### src/rtl/fir_out_decimator.sv
// fir_out_decimator: sink-side companion of the 9-tap FIR low-pass filter.
// Drops the filter warm-up samples, keeps 1 of every DEC_FACTOR accepted samples,
// rescales the 17-bit stream to 8 bits with round-half-up, and queues results in a
// small FIFO behind a valid/ready output.
// Optional build macro: FIR_OUT_DEC_SAT_EN -- saturate instead of wrapping when the
// rescaled value does not fit in OUT_W bits.
module fir_out_decimator #(
    parameter int IN_W       = 17,
    parameter int OUT_W      = 8,
    parameter int SHIFT      = 9,
    parameter int DEC_FACTOR = 4,
    parameter int WARMUP     = 11,
    parameter int FIFO_DEPTH = 4
) (
    input  logic                          CLK,
    input  logic                          RSTn,
    input  logic                          IN_VALID,
    input  logic [IN_W-1:0]               IN_DATA,
    output logic [OUT_W-1:0]              OUT_DATA,
    output logic                          OUT_VALID,
    input  logic                          OUT_READY,
    output logic [$clog2(FIFO_DEPTH):0]   FIFO_LEVEL,
    output logic                          OVERFLOW,
    output logic                          WARM
);

    localparam int WC_W  = (WARMUP > 1) ? $clog2(WARMUP) : 1;
    localparam int PH_W  = (DEC_FACTOR > 1) ? $clog2(DEC_FACTOR) : 1;
    localparam int PTR_W = $clog2(FIFO_DEPTH);
    localparam int LVL_W = PTR_W + 1;

    localparam logic [IN_W:0]      ROUND_K   = {{IN_W{1'b0}}, 1'b1} << (SHIFT - 1);
    localparam logic [WC_W-1:0]    WC_LAST   = WC_W'(WARMUP - 1);
    localparam logic [PH_W-1:0]    PH_LAST   = PH_W'(DEC_FACTOR - 1);
    localparam logic [LVL_W-1:0]   LVL_FULL  = LVL_W'(FIFO_DEPTH);
    localparam logic [LVL_W-1:0]   LVL_ZERO  = {LVL_W{1'b0}};

    logic [WC_W-1:0]   r_warm_cnt;
    logic              r_warm;
    logic [PH_W-1:0]   r_phase;
    logic              r_s1_valid;
    logic [OUT_W-1:0]  r_s1_data;
    logic [OUT_W-1:0]  r_mem [FIFO_DEPTH];
    logic [PTR_W-1:0]  r_wr_ptr;
    logic [PTR_W-1:0]  r_rd_ptr;
    logic [LVL_W-1:0]  r_level;
    logic [OUT_W-1:0]  r_out_data;
    logic              r_out_valid;
    logic              r_overflow;

    logic [IN_W:0]     w_sum;
    logic [OUT_W-1:0]  w_scaled;
    logic              w_keep;
    logic              w_pop;
    logic              w_push;
    logic [PTR_W-1:0]  w_rd_ptr_nxt;
    logic [LVL_W-1:0]  w_level_nxt;
    logic [OUT_W-1:0]  w_out_nxt;

    // Round-half-up rescale at IN_W+1 bits so the rounding constant cannot wrap.
    assign w_sum = {1'b0, IN_DATA} + ROUND_K;

`ifdef FIR_OUT_DEC_SAT_EN
    logic [IN_W:0]     w_shifted;
    assign w_shifted = w_sum >> SHIFT;
    assign w_scaled  = (w_shifted > {{(IN_W-OUT_W+1){1'b0}}, {OUT_W{1'b1}}}) ?
                       {OUT_W{1'b1}} : w_shifted[OUT_W-1:0];
`else
    assign w_scaled  = OUT_W'(w_sum >> SHIFT);
`endif

    // A sample is kept when it is accepted after warm-up at decimation phase 0.
    assign w_keep = IN_VALID && r_warm && (r_phase == {PH_W{1'b0}});

    // Warm-up drop counter; WARM rises after the last discarded sample.
    always_ff @(posedge CLK or negedge RSTn) begin
        if (!RSTn) begin
            r_warm_cnt <= {WC_W{1'b0}};
            r_warm     <= (WARMUP == 0);
        end else if (IN_VALID && !r_warm) begin
            r_warm_cnt <= r_warm_cnt + WC_W'(1'b1);
            r_warm     <= (r_warm_cnt == WC_LAST);
        end else begin
            r_warm_cnt <= r_warm_cnt;
            r_warm     <= r_warm;
        end
    end

    // Decimation phase, advanced only by accepted post-warm-up samples.
    always_ff @(posedge CLK or negedge RSTn) begin
        if (!RSTn) begin
            r_phase <= {PH_W{1'b0}};
        end else if (IN_VALID && r_warm) begin
            r_phase <= (r_phase == PH_LAST) ? {PH_W{1'b0}} : (r_phase + PH_W'(1'b1));
        end else begin
            r_phase <= r_phase;
        end
    end

    // Stage 1: registered scaled value of the kept sample, pushed on the next edge.
    always_ff @(posedge CLK or negedge RSTn) begin
        if (!RSTn) begin
            r_s1_valid <= 1'b0;
            r_s1_data  <= {OUT_W{1'b0}};
        end else begin
            r_s1_valid <= w_keep;
            r_s1_data  <= w_keep ? w_scaled : r_s1_data;
        end
    end

    // FIFO control: pop on handshake; a push into a full FIFO needs a same-edge pop.
    always_comb begin
        w_pop        = (r_level != LVL_ZERO) && OUT_READY;
        w_push       = r_s1_valid && ((r_level != LVL_FULL) || w_pop);
        w_rd_ptr_nxt = r_rd_ptr + PTR_W'(w_pop);
        case ({w_push, w_pop})
            2'b10:   w_level_nxt = r_level + LVL_W'(1'b1);
            2'b01:   w_level_nxt = r_level - LVL_W'(1'b1);
            default: w_level_nxt = r_level;
        endcase
        if (w_level_nxt == LVL_ZERO) begin
            w_out_nxt = r_out_data;
        end else if (w_push && (r_level == LVL_W'(w_pop))) begin
            w_out_nxt = r_s1_data;
        end else begin
            w_out_nxt = r_mem[w_rd_ptr_nxt];
        end
    end

    // FIFO storage, pointers, level, registered head and sticky overflow.
    always_ff @(posedge CLK or negedge RSTn) begin
        if (!RSTn) begin
            for (int i = 0; i < FIFO_DEPTH; i++) begin
                r_mem[i] <= {OUT_W{1'b0}};
            end
            r_wr_ptr    <= {PTR_W{1'b0}};
            r_rd_ptr    <= {PTR_W{1'b0}};
            r_level     <= LVL_ZERO;
            r_out_data  <= {OUT_W{1'b0}};
            r_out_valid <= 1'b0;
            r_overflow  <= 1'b0;
        end else begin
            if (w_push) begin
                r_mem[r_wr_ptr] <= r_s1_data;
                r_wr_ptr        <= r_wr_ptr + PTR_W'(1'b1);
            end else begin
                r_wr_ptr        <= r_wr_ptr;
            end
            r_rd_ptr    <= w_rd_ptr_nxt;
            r_level     <= w_level_nxt;
            r_out_data  <= w_out_nxt;
            r_out_valid <= (w_level_nxt != LVL_ZERO);
            r_overflow  <= r_overflow || (r_s1_valid && !w_push);
        end
    end

    assign OUT_DATA   = r_out_data;
    assign OUT_VALID  = r_out_valid;
    assign FIFO_LEVEL = r_level;
    assign OVERFLOW   = r_overflow;
    assign WARM       = r_warm;

endmodule

### config.mk
export PLATFORM = sky130hd
export DESIGN_NAME = fir_out_decimator
export DESIGN_NICKNAME = d
export VERILOG_FILES = /design/src/rtl/fir_out_decimator.sv
export SDC_FILE = /design/constraint.sdc
export NUM_CORES = 1
export LEC_CHECK = 0
export ABC_AREA = 1
export CAP_MARGIN = 20
export CORE_ASPECT_RATIO = 0.6
export CORE_MARGIN = 1
export CORE_UTILIZATION = 60
export CTS_CLUSTER_DIAMETER = 60
export DETAILED_ROUTE_END_ITERATION = 7
export PLACE_DENSITY_LB_ADDON = 0.1
export SLEW_MARGIN = 5
export SYNTH_ARGS = -nofsm -noshare
export SYNTH_HDL_FRONTEND = slang
export SYNTH_SLANG_ARGS = --single-unit
### constraint.sdc
create_clock -name CLK -period 3.1 [get_ports CLK]
set_input_delay 0.465 -clock CLK [delete_from_list [all_inputs] [get_ports CLK]]
set_output_delay 0.465 -clock CLK [all_outputs]
set_load 0.02 [all_outputs]
==> results.yml <==
status:
  outcome: "completed"
synth:
  synth_warnings: 0
  muxShareOfSynthArea_pct: 2.56
  synth_top_family_by_area: "simple AND/OR/NAND/NOR gates"
  syn-mean-instance-area_sq_um: 8.80
  ys_seq_area_share_pct: 52.1
  synth_fa_ha_area_share_pct: 4.65
  syn_nets: 387
  synthArstFlopShare_pct: 100
  ys_types: 30
  synthFlopType: "dfrtp_1"
  synth_edf_count: 0
  synth_cells: 355
  synth-seq-cells: 65
  synth_simple_gate_area_share_pct: 22.5
  synth_xor_area_share_pct: 2.76
  synth_area_sq_mm: 0.00312
  synth_compound_area_share_pct: 11.0
hold_path:
  hold_class: "input pin to asynchronous set/reset pin"
pwr:
  powerDensity_mw_per_mm2: 1050
  vdd_ir_drop_max_uv: 684
  power_leakage_nw: 1.75
worst_setup_path:
  path_max_fanout: 15
  start_kind: "input pin"
  cp-end-kind: "flop"
  cp_data_arrival_time_ps: 2530
  required_ps: 3330
  crit_type: "input pin to flop"
timing:
  period_share_pct: 74.3
  rsz0062_at_grt: "false"
  clock_skew_ps: 8.92
  tightest_slew_ps: 714
  fin_tns_setup_ps: 0
  drv_slew: 0
  setup_viol: 0
  fin_crit_ps: 2300
  slew_headroom_pct: 52.4
  fmax_mhz: 434
  final-hold-violation-count: 0
routing:
  drt_wl_total_mm: 6.21
  antenna_left: 0
  wl_per_cell_um: 13.6
  drtPass1Iterations: 4
  drc: 0
  routed_via_density: 5.38
  drtIter0Drc: 166
  vias: 2450
clock_network:
  postCtsHoldBufs: 0
  postCtsSetupBuffers: 0
  clk_path_buf_depth: 2
  cts_max_level: 3
  clock-sinks: 65
  clkTransAtPathRegs_ps: 70
  cts-root-buf: "clkbuf_8"
  cts_tree: "yes"
  cts.repair.resized: 0
  cts_made_buffers: 9
  clk_latency_ps: 350
final_layout:
  syn2layout_area_growth_pct: 15.5
  mostFrequentLayoutCell: "nand2_1"
  final_cell_mix: "114 x nand2_1, 65 x dfrtp_1, 43 x o21ai_0"
  drive_above_1_share_pct: 9.18
  nets: 419
  utilization_pct: 75.5
  antenna_cells: 0
die:
  die_x_um: 95.2
  die_height_um: 57.9
  fp-row-count: 19
  die-area_sq_mm: 0.00551
  fp.coreArea_sq_mm: 0.00478
  io_pins: 35
  initial_utilization_pct: 65.4
global_route:
  globalRouteOverflowTotal: 0
  grt_usage_pct: 26.1
  grt_max_degree: 35
  antenna_found_initial: 0
  grt_pass1_vias: 2168
  grt_pass1_wl_mm: 10.4
placement:
  gp_congestion: 0.857
  post-dp-hpwl_mm: 4.41
  port_buffers: 26
flow_run:
  maxCapViolCount: 0
==> synth_stat cells, types with 2 or more instances <==
cell type | number | share of area, %
nand2_2 | 8 | 1.6
xor2_1 | 3 | 0.84
inv_1 | 24 | 2.9
nor2_1 | 10 | 1.2
dfrtp_1 | 65 | 52
nand3_1 | 22 | 3.5
o21ai_0 | 43 | 6.9
buf_2 | 8 | 1.3
inv_2 | 2 | 0.24
nand2_1 | 114 | 14
xnor2_1 | 5 | 1.4
a21oi_1 | 2 | 0.32
ha_1 | 10 | 4.0
mux2i_1 | 8 | 2.6
o21ai_1 | 16 | 2.6
==> sequential cells by signal, indices dropped and copies added, names as in the netlist, 2 cells and up <==
| register | flops |
|---|---|
| r_phase | 2 |
| r_s1_data | 8 |
| r_warm_cnt | 4 |
| FIFO_LEVEL | 3 |
| r_wr_ptr | 2 |
| r_rd_ptr | 2 |
| OUT_DATA | 8 |
| r_mem | 32 |
==> metrics by stage <==
stage,worst slack (ps),cell area [sq um],total power [mW],std cells,hold slack (ps)
floorplan,976,3120,2.66,355,169
global placement,516,3450,3.11,439,462
detailed placement,477,3450,3.19,439,466
CTS,835,3610,3.79,455,184
global route,661,3610,4.09,455,213
finish,795,3610,3.78,455,165
==> worst max-delay path, stage by stage <==
cell,delay [ps]
clkdlybuf4s50_1,540
nand2_2,140
inv_1,90
ha_1,350
buf_4,260
mux2i_1,230
o21ai_0,100
nand2_1,60
o21ai_0,120
nand2_1,120
nand2_1,60
==> logic make-up after synthesis <==
family	count (synthesis)
AND/OR/NAND/NOR	162
AO/OA/AOI/OAI	65
flip-flops	65
buffers and inverters	35
adder cells (fa/ha/maj)	11
XOR/XNOR	9
multiplexers	8
==> cell type report <==
cell class	instances	area, sq um
inverters	27	101
clock inverters	4	20.0
multi-input cells	255	1360
flip-flops and latches	65	1630
well taps	63	78.8
repair buffers	29	290
clock buffers	12	135
fillers	355	1170
==> power by group <==
part	leakage [nW]	internal (mW)	switching, mW
logic	0.837	0.645	1.08
clock network	0.0839	0.285	0.307
registers	0.827	1.23	0.232
total	1.75	2.16	1.62
==> worst paths after layout <==
kind                                                start                   endpoint  slack (ps)  depth (start not counted)
worst max-delay path                            OUT_READY    OUT_DATA[1]$_DFFE_PN0P_         800                         11
worst min-delay path                                 RSTn         OVERFLOW$_DFF_PN0_         160                          1
worst max register to register    FIFO_LEVEL[0]$_DFF_PN0_    OUT_DATA[1]$_DFFE_PN0P_         830                         12
worst min register to register  r_warm_cnt[3]$_DFFE_PN0P_  r_warm_cnt[3]$_DFFE_PN0P_         480                          1
max in group asynchronous                            RSTn      r_mem[16]$_DFFE_PN0P_        2310                          2
min in group CLK                r_warm_cnt[3]$_DFFE_PN0P_  r_warm_cnt[3]$_DFFE_PN0P_         480                          1
==> routing by layer <==
layer / global-route usage [%] / up-vias / share of wire (%)
li1: - / 1218 / -
met2: 38.0 / 53 / 43
met5: 0 / - / 0
met3: 9.19 / 8 / 5.7
met1: 36.9 / 1171 / 50
met4: 8.44 / 0 / 1.2
No activity file was read; power rests on OpenSTA's default activity.
